## config.mk

```make
export PLATFORM = sky130hd
export DESIGN_NAME = mem_arbiter_flat
export DESIGN_NICKNAME = d
export VERILOG_FILES = /design/src/rtl/mem_arbiter_if.sv /design/src/rtl/mem_arbiter.sv /design/src/flat_wrapper.sv
export SDC_FILE = /design/constraint.sdc
export NUM_CORES = 1
export LEC_CHECK = 0
export CAP_MARGIN = 25
export CORE_MARGIN = 3
export CORE_UTILIZATION = 44
export DETAILED_ROUTE_END_ITERATION = 8
export PLACE_DENSITY = 0.95
export RECOVER_POWER = 100
export SYNTH_ARGS = -nofsm -noshare
export SYNTH_HDL_FRONTEND = slang
export SYNTH_SLANG_ARGS = --single-unit
```

## constraint.sdc

```tcl
create_clock -name clk -period 2.9 [get_ports clk]
set_input_delay 0.87 -clock clk [delete_from_list [all_inputs] [get_ports clk]]
set_output_delay 0.87 -clock clk [all_outputs]
set_load 0.01 [all_outputs]
```

## src/rtl/mem_arbiter_if.sv

```systemverilog
// Bus bundle between the arbiter, the two pipeline requesters and the shared memory.
// master: the arbiter's view; slave: the requester/memory environment's view.
interface mem_arbiter_if #(
    parameter int unsigned ADDR_W = 32,
    parameter int unsigned DATA_W = 32
);
    logic              if_req;
    logic [ADDR_W-1:0] if_addr;
    logic [DATA_W-1:0] if_rdata;
    logic              if_ack;

    logic              d_req;
    logic              d_we;
    logic [ADDR_W-1:0] d_addr;
    logic [DATA_W-1:0] d_wdata;
    logic [DATA_W-1:0] d_rdata;
    logic              d_ack;

    logic              mem_en;
    logic              mem_we;
    logic [ADDR_W-1:0] mem_addr;
    logic [DATA_W-1:0] mem_wdata;
    logic [DATA_W-1:0] mem_rdata;

    logic              stall;

    modport master (
        input  if_req, if_addr, d_req, d_we, d_addr, d_wdata, mem_rdata,
        output if_rdata, if_ack, d_rdata, d_ack, mem_en, mem_we, mem_addr, mem_wdata, stall
    );

    modport slave (
        output if_req, if_addr, d_req, d_we, d_addr, d_wdata, mem_rdata,
        input  if_rdata, if_ack, d_rdata, d_ack, mem_en, mem_we, mem_addr, mem_wdata, stall
    );
endinterface

```

## src/rtl/mem_arbiter.sv

```systemverilog
// Arbitrates one fixed-latency single-port memory between instruction fetch and data access.
// Data wins ties unless it won the previous grant, so fetch cannot starve.
module mem_arbiter #(
    parameter int unsigned ADDR_W  = 32,
    parameter int unsigned DATA_W  = 32,
    parameter int unsigned MEM_LAT = 2
) (
    input logic          clk,
    input logic          reset_n,
    mem_arbiter_if.master bus
);
    localparam int unsigned CntW = $clog2(MEM_LAT + 1);

    typedef enum logic [1:0] {StIdle, StWait, StAck} state_e;
    typedef enum logic {GrantFetch, GrantData} grant_e;

    state_e            state_q, state_d;
    grant_e            last_grant_q, last_grant_d;
    grant_e            winner_q, winner_d;
    logic              store_q, store_d;
    logic [CntW-1:0]   cnt_q, cnt_d;
    logic              mem_en_q, mem_en_d;
    logic              mem_we_q, mem_we_d;
    logic [ADDR_W-1:0] mem_addr_q, mem_addr_d;
    logic [DATA_W-1:0] mem_wdata_q, mem_wdata_d;
    logic [DATA_W-1:0] if_rdata_q, if_rdata_d;
    logic [DATA_W-1:0] d_rdata_q, d_rdata_d;
    logic              if_ack_q, if_ack_d;
    logic              d_ack_q, d_ack_d;
    logic              data_wins;

    assign data_wins = bus.d_req & (~bus.if_req | (last_grant_q == GrantFetch));

    always_comb begin
        state_d      = state_q;
        last_grant_d = last_grant_q;
        winner_d     = winner_q;
        store_d      = store_q;
        cnt_d        = cnt_q;
        mem_en_d     = 1'b0;
        mem_we_d     = 1'b0;
        mem_addr_d   = mem_addr_q;
        mem_wdata_d  = mem_wdata_q;
        if_rdata_d   = if_rdata_q;
        d_rdata_d    = d_rdata_q;
        if_ack_d     = 1'b0;
        d_ack_d      = 1'b0;

        unique case (state_q)
            StIdle: begin
                if (bus.if_req || bus.d_req) begin
                    cnt_d    = CntW'(MEM_LAT);
                    mem_en_d = 1'b1;
                    state_d  = StWait;
                    if (data_wins) begin
                        winner_d     = GrantData;
                        last_grant_d = GrantData;
                        store_d      = bus.d_we;
                        mem_we_d     = bus.d_we;
                        mem_addr_d   = bus.d_addr;
                        mem_wdata_d  = bus.d_wdata;
                    end else begin
                        winner_d     = GrantFetch;
                        last_grant_d = GrantFetch;
                        store_d      = 1'b0;
                        mem_addr_d   = bus.if_addr;
                    end
                end
            end
            StWait: begin
                // The strobe cycle itself is not counted, so cnt hits 1 exactly in the
                // cycle mem_rdata is valid (MEM_LAT cycles after the strobe).
                if (!mem_en_q) begin
                    cnt_d = cnt_q - CntW'(1);
                    if (cnt_q == CntW'(1)) begin
                        state_d = StAck;
                        if (winner_q == GrantData) begin
                            d_ack_d = 1'b1;
                            if (!store_q) begin
                                d_rdata_d = bus.mem_rdata;
                            end
                        end else begin
                            if_ack_d   = 1'b1;
                            if_rdata_d = bus.mem_rdata;
                        end
                    end
                end
            end
            StAck: begin
                // Requester still holds req this cycle, so never grant from here.
                state_d = StIdle;
            end
            default: begin
                state_d = StIdle;
            end
        endcase
    end

    always_ff @(posedge clk or negedge reset_n) begin
        if (!reset_n) begin
            state_q      <= StIdle;
            last_grant_q <= GrantFetch;
            winner_q     <= GrantFetch;
            store_q      <= 1'b0;
            cnt_q        <= '0;
            mem_en_q     <= 1'b0;
            mem_we_q     <= 1'b0;
            mem_addr_q   <= '0;
            mem_wdata_q  <= '0;
            if_rdata_q   <= '0;
            d_rdata_q    <= '0;
            if_ack_q     <= 1'b0;
            d_ack_q      <= 1'b0;
        end else begin
            state_q      <= state_d;
            last_grant_q <= last_grant_d;
            winner_q     <= winner_d;
            store_q      <= store_d;
            cnt_q        <= cnt_d;
            mem_en_q     <= mem_en_d;
            mem_we_q     <= mem_we_d;
            mem_addr_q   <= mem_addr_d;
            mem_wdata_q  <= mem_wdata_d;
            if_rdata_q   <= if_rdata_d;
            d_rdata_q    <= d_rdata_d;
            if_ack_q     <= if_ack_d;
            d_ack_q      <= d_ack_d;
        end
    end

    assign bus.mem_en    = mem_en_q;
    assign bus.mem_we    = mem_we_q;
    assign bus.mem_addr  = mem_addr_q;
    assign bus.mem_wdata = mem_wdata_q;
    assign bus.if_rdata  = if_rdata_q;
    assign bus.d_rdata   = d_rdata_q;
    assign bus.if_ack    = if_ack_q;
    assign bus.d_ack     = d_ack_q;
    assign bus.stall     = (bus.if_req & ~if_ack_q) | (bus.d_req & ~d_ack_q);
endmodule

```

## src/flat_wrapper.sv

```systemverilog
// flat-port wrapper written by rule: the top's interface ports become plain ports
module mem_arbiter_flat 
#(
    parameter int unsigned ADDR_W  = 32,
    parameter int unsigned DATA_W  = 32,
    parameter int unsigned MEM_LAT = 2
)
  (clk, reset_n, bus_if_req, bus_if_addr, bus_d_req, bus_d_we, bus_d_addr, bus_d_wdata, bus_mem_rdata, bus_if_rdata, bus_if_ack, bus_d_rdata, bus_d_ack, bus_mem_en, bus_mem_we, bus_mem_addr, bus_mem_wdata, bus_stall);
  mem_arbiter_if #(.ADDR_W(ADDR_W), .DATA_W(DATA_W)) bus_i ();
  input logic clk;
  input logic reset_n;
  input wire logic [$bits(bus_i.if_req)-1:0] bus_if_req;
  input wire logic [$bits(bus_i.if_addr)-1:0] bus_if_addr;
  input wire logic [$bits(bus_i.d_req)-1:0] bus_d_req;
  input wire logic [$bits(bus_i.d_we)-1:0] bus_d_we;
  input wire logic [$bits(bus_i.d_addr)-1:0] bus_d_addr;
  input wire logic [$bits(bus_i.d_wdata)-1:0] bus_d_wdata;
  input wire logic [$bits(bus_i.mem_rdata)-1:0] bus_mem_rdata;
  output wire logic [$bits(bus_i.if_rdata)-1:0] bus_if_rdata;
  output wire logic [$bits(bus_i.if_ack)-1:0] bus_if_ack;
  output wire logic [$bits(bus_i.d_rdata)-1:0] bus_d_rdata;
  output wire logic [$bits(bus_i.d_ack)-1:0] bus_d_ack;
  output wire logic [$bits(bus_i.mem_en)-1:0] bus_mem_en;
  output wire logic [$bits(bus_i.mem_we)-1:0] bus_mem_we;
  output wire logic [$bits(bus_i.mem_addr)-1:0] bus_mem_addr;
  output wire logic [$bits(bus_i.mem_wdata)-1:0] bus_mem_wdata;
  output wire logic [$bits(bus_i.stall)-1:0] bus_stall;
  assign bus_i.if_req = bus_if_req;
  assign bus_i.if_addr = bus_if_addr;
  assign bus_i.d_req = bus_d_req;
  assign bus_i.d_we = bus_d_we;
  assign bus_i.d_addr = bus_d_addr;
  assign bus_i.d_wdata = bus_d_wdata;
  assign bus_i.mem_rdata = bus_mem_rdata;
  assign bus_if_rdata = bus_i.if_rdata;
  assign bus_if_ack = bus_i.if_ack;
  assign bus_d_rdata = bus_i.d_rdata;
  assign bus_d_ack = bus_i.d_ack;
  assign bus_mem_en = bus_i.mem_en;
  assign bus_mem_we = bus_i.mem_we;
  assign bus_mem_addr = bus_i.mem_addr;
  assign bus_mem_wdata = bus_i.mem_wdata;
  assign bus_stall = bus_i.stall;
  mem_arbiter #(.ADDR_W(ADDR_W), .DATA_W(DATA_W), .MEM_LAT(MEM_LAT)) u_core (.clk(clk), .reset_n(reset_n), .bus(bus_i));
endmodule
```

* Word-level counts from Yosys, hierarchy flattened
Cells that the tools add are included.
** Word-level totals
- Bits of input ports :: 133
- Register bits after elaboration :: 138
- Output and inout bits :: 133
- Word-level logic and storage cells :: 60
** Cells by class
- Add/sub/neg operators :: 1
- Reductions and logical operators :: 9
- Bitwise logic cells :: 11
- Equality and inequality tests :: 5
- Mux-type cells :: 22
** Operator list (count)
- 2-to-1 mux 32 bit :: 1
- 2-to-1 mux 1 bit :: 14
- 2-to-1 mux 2 bit :: 5
- AND reduction 3 bit :: 3
- one-hot mux 2 bit (2 select lines) :: 2
- NOT 1 bit :: 6
- AND reduction 5 bit :: 1
- equality test 2 x 1 -> 1 bit (second input constant) :: 2
- != test 2 x 1 -> 1 bit (second input constant) :: 2
- AND reduction 4 bit :: 1
- AND 1 bit :: 3
- logical NOT 2 bit :: 1
- != test 2 bit (second input constant) :: 1
- OR 1 bit :: 2
- AND reduction 2 bit :: 1
- nonzero test 2 bit :: 1
- subtractor 2 x 1 -> 2 bit (second input constant) :: 1
- logical OR 1 bit :: 1

* Longest topological paths before layout
Gate-level depths: netlist of run 1.
- Depth in word-level cells :: 6
- Mapped depth :: 6
- Gate-level depth less buffers :: 5

* Least setup slack after synthesis of run 1
Ideal clock, no wire load.
- Kind :: input -> register
- Start :: input port bus_d_req
- End :: register u_core.mem_addr_q[10] (netlist: u_core.bus.mem_addr[10])
- Setup time :: 0.125 ns
- Data arrival time :: 2.111 ns
- Cell stages on the path :: 5
- Data required time :: 2.775 ns
- Buffers on the path :: 2
- Slack :: 0.664 ns
- Cell sequence :: a21bo_1 clkbuf_2 clkbuf_1 mux2_2 mux2_2
** On the way
- Longest elaborated chain between the ends :: 2
- Elaborated cells between the ends (all ways) :: 4
- Classes of those cells :: 1 x mux; 1 x bitwise; 2 x reduce/logical
** Ends and longest elaborated chain
- start, declared :: RTL line flat_wrapper.sv:14 : input wire logic [$bits(bus_i.d_req)-1:0] bus_d_req;
- AND 1 bit or logical OR 1 bit (tied branches) :: RTL line mem_arbiter.sv:32, mem_arbiter.sv:51
- 2-to-1 mux 32 bit or AND reduction 2 bit (tied branches)
- end signal, assigned :: RTL line mem_arbiter.sv:122 : mem_addr_q <= mem_addr_d;
- end, declared :: RTL line mem_arbiter.sv:24 : logic [ADDR_W-1:0] mem_addr_q, mem_addr_d;
Parallel ways exist; a longest one is shown, timed or not.
A chain may end at the register's enable or synchronous reset.

* Final worst setup path of run 1
- Start :: input port bus_d_req
- End :: output port bus_stall
** On the way
- Longest elaborated chain between the ends :: 2
** Ends and longest elaborated chain
- AND 1 bit :: RTL line mem_arbiter.sv:139 : assign bus.stall = (bus.if_req & ~if_ack_q) | (bus.d_req & ~d_ack_q);
- OR 1 bit :: RTL line mem_arbiter.sv:139
- end, declared :: RTL line flat_wrapper.sv:27 : output wire logic [$bits(bus_i.stall)-1:0] bus_stall;
No other way between the ends.

==> results of run 1 <==
[layer usage]
metal  part of all wire  vias to the layer above  wire length, um
li1                   -                     1788                -
met1               0.38                     1919             5820
met2               0.53                      171             8210
met3              0.070                       34             1080
met4              0.022                        0              341
met5                  0                        -                0
[final cells by class]
class / instances / area (sq um)
flip-flops and latches: 138 / 3450
fillers: 825 / 3310
repair buffers: 273 / 2740
multi-input cells: 184 / 1970
clock buffers: 26 / 489
well taps: 168 / 210
clock inverters: 6 / 111
inverters: 7 / 26.3
[worst max-delay path, stage by stage]
cell                            delay, ns
sky130_fd_sc_hd__dlygate4sd3_1       0.55
sky130_fd_sc_hd__inv_1               0.05
sky130_fd_sc_hd__o22ai_1             0.09
sky130_fd_sc_hd__dlygate4sd2_1       0.30
[per-stage QoR]
| step | TNS, ns | utilization | setup WS (ns) | instances | instance area (sq um) |
|---|---|---|---|---|---|
| 3_3_place_gp | -0.0956 | 0.693 | -0.0956 | 770 | 8530 |
| 6_report | 0 | 0.731 | 0.167 | 802 | 9000 |
| 5_1_grt | 0 | 0.731 | 0.125 | 802 | 9000 |
| 3_5_place_dp | -0.106 | 0.693 | -0.106 | 770 | 8530 |
| 2_1_floorplan | 0 | - | 0.664 | 346 | 5680 |
| 4_1_cts | 0 | 0.742 | 0.172 | 802 | 9130 |
[cells by family (layout without fill, tap and decap cells)]
family,count (synthesis),after routing,synth area share
AOI/OAI and AO/OA,7,7,0.00882
and+or+nand+nor,15,15,0.0172
DFF,138,138,0.608
adders and majority gates,2,2,0.00441
buffers and inverters,24,312,0.0262
muxes,160,160,0.335
[cell usage after synthesis (2+ instances only)]
cell type and n:
sky130_fd_sc_hd__dfrtp_1 138, sky130_fd_sc_hd__mux2_2 131, sky130_fd_sc_hd__mux2_4 27, sky130_fd_sc_hd__buf_6 7, sky130_fd_sc_hd__inv_1 6, sky130_fd_sc_hd__clkbuf_1 5, sky130_fd_sc_hd__buf_2 4, sky130_fd_sc_hd__nor2_1 3
sky130_fd_sc_hd__ha_1 2, sky130_fd_sc_hd__mux2_1 2, sky130_fd_sc_hd__nand2_1 2, sky130_fd_sc_hd__o21ai_0 2, sky130_fd_sc_hd__or3_1 2
[report_power, final]
part / switching (mW) / leakage, nW / internal, mW
logic: 1.58 / 1.93 / 2.29
clock network: 0.762 / 0.289 / 1.42
registers: 0.504 / 1.65 / 2.88
[flip-flops by register name, summed over array words and instances, names as in the netlist]
name	flops
u_core.bus.d_rdata	32
u_core.bus.if_rdata	32
u_core.bus.mem_addr	32
u_core.bus.mem_wdata	32
u_core.cnt_q	2
u_core.state_q	2
u_core.bus.d_ack	1
u_core.bus.if_ack	1
u_core.bus.mem_en	1
u_core.bus.mem_we	1
u_core.last_grant_q	1
u_core.store_q	1
[worst paths after layout]
path                                                      start                              endpoint  depth (start not counted)
max                                                   bus_d_req                             bus_stall                          4
min                        u_core.bus.mem_wdata[26]$_DFFE_PN0P_  u_core.bus.mem_wdata[26]$_DFFE_PN0P_                          1
max reg2reg                       u_core.state_q[1]$_DFFE_PN0P_    u_core.bus.d_rdata[14]$_DFFE_PN0P_                          4
min reg2reg                u_core.bus.mem_wdata[26]$_DFFE_PN0P_  u_core.bus.mem_wdata[26]$_DFFE_PN0P_                          1
max in group asynchronous                               reset_n           u_core.bus.mem_we$_DFF_PN0_                          2
min in group asynchronous                               reset_n  u_core.bus.mem_wdata[12]$_DFFE_PN0P_                          2
[timing repair]
item	CTS	global route
resized for setup	1	0
endpoints found under the setup margin	1	0
endpoints found under the hold margin	0	0
==> results.txt, run 1 <==
The run finished, with violations left. The checks that failed: capacitance limit, slew limit. The height of the die came out at 120 um. The detailed router finished its first iteration with 113 violations. approximately 270 I/O pins were placed. The type of the worst setup path is in2out. The largest total area in the synthesized netlist belongs to sky130_fd_sc_hd__dfrtp_1.

The max-capacitance violation count is 1. Setup violations remaining at the end of the flow were counted as 0. The worst slew margin relative to its limit came out at -0.257. The post-detailed-route wirelength per cell came out at 19.3 um. The global-route met2 utilization came out at 0.398. The number of standard cells after synthesis is 346. The worst setup path is captured at a primary output. The fraction of post-synthesis cell area in the top cell type by area came out at 0.608.

The worst min-delay path class is reg2reg. From synthesis to final layout, the design area changed by 58.6%. The number of global-route vias before repair came to approximately 4500.

The wire length of the first global-routing pass came out at 24.7 mm. The total DRC errors in the routed layout is 0. The aggregate routed wire length is 15.4 mm.

The total overflow left after global routing is 0. The tightest hold path in the finished design has a slack of 0.486 ns. The design draws 9.44 mW. The floorplan step defined a core boundary enclosing roughly 0.012 sq mm. The flip-flop and latch count after synthesis came out at 138. The most crowded layer after global routing is met2. The total of buffers placed on input and output ports is 265. The count of yosys warnings during synthesis came out at 0. Data on the critical path is required at its endpoint by 2.03 ns. The post-synthesis instance area came out at 0.00568 sq mm. The analysis attributes to cell leakage a power of 3.87 nW. Power spread over the standard cell area amounts to 1050 mW/mm^2.

The iteration count of the initial detailed-routing pass came out at 4. The final count of hold timing violations is 0. The clock slew at the register clock pins of the worst setup and hold paths came out at 0.05 ns.

The routed via count divided by cell count came out at around 5. For the finished layout, the period the worst path requires is 2.73 ns. The routed layout has 3912 vias. The critical path arrival came out at 1.86 ns.

The total CTS buffers came out at 17. Dividing the final minimum period by the clock period gives 0.942. Yosys attributes the largest share of cell area to sky130_fd_sc_hd__dfrtp_1, sky130_fd_sc_hd__mux2_2, sky130_fd_sc_hd__mux2_4. The antenna diode instance count is 0. The maximum fanout along the worst path is 2.

Setup repair after global routing left no endpoint under its margin. Counting along the longest clock path gives a buffer depth of 2. The met1 track utilization from global routing is 0.244.

The H-tree depth reported by CTS came out at 4. The count of buffers added by post-CTS timing repair for setup is 0. The library cell used most frequently in the layout, excluding fill and tap cells, is sky130_fd_sc_hd__dfrtp_1. After synthesis, the share of flip-flops with an asynchronous set or reset is 1.00. Counting every net in the synthesized netlist gives 481.

The average footprint of a synthesized cell is 16.4 sq um. The global routing usage on met3 is 0.0702. The total half-perimeter wirelength after legalization and detailed placement came out at 11.4 mm. In this run the clock root is driven by a sky130_fd_sc_hd__clkbuf_16. The library cells used most frequently in the layout, excluding fill and tap cells, are sky130_fd_sc_hd__dfrtp_1, sky130_fd_sc_hd__dlygate4sd3_1, sky130_fd_sc_hd__mux2_2. TritonCTS built the clock tree.

The starting utilization of the core area is 0.461. For this run, the register share of the synthesized area comes to 0.608. The peak supply drop came out at 718 uV.

Among all flip-flop cells after synthesis, the most frequent one is sky130_fd_sc_hd__dfrtp_1. The number of cell rows is 40. The overall track demand over capacity in global routing came out at 0.222. The count of different cell masters after synthesis is 28. The initial antenna violation count was 0.

The remaining antenna violation count after routing is 0. The die span in x is 120 um. The transition time at the pin with the least slew margin is 1.89 ns.

The number of nets at the end of the flow is 756. CTS saw 138 sinks. Hold repair after CTS inserted 0 buffers. In the final layout, the share of cells above drive strength 1 is 0.262.

The kind of start point of the critical path is an input pin. The die covers 0.0143 sq mm. The worst-case register-to-register setup slack is 0.52 ns. Entering global routing, the biggest net connects 139 pins.

The clock skew after layout is 0.00567 ns. The routability-driven placement congestion ratio came out at 0.792. The max-slew violation total from the final report came out at 139. The maximum achievable frequency is roughly 370 MHz. The number of enable flip-flop cells after synthesis is 0. The clock network latency to the later pin of the worst-skew pair came out at 0.41 ns.
Note: power is estimated with default switching activity, not from simulation.
==> inputs of run 2 (changes only) <==
- SETUP_SLACK_MARGIN: default -> 0.15
==> results of run 2 <==
The final DEF is identical to that of run 1; final timing and power are the same.
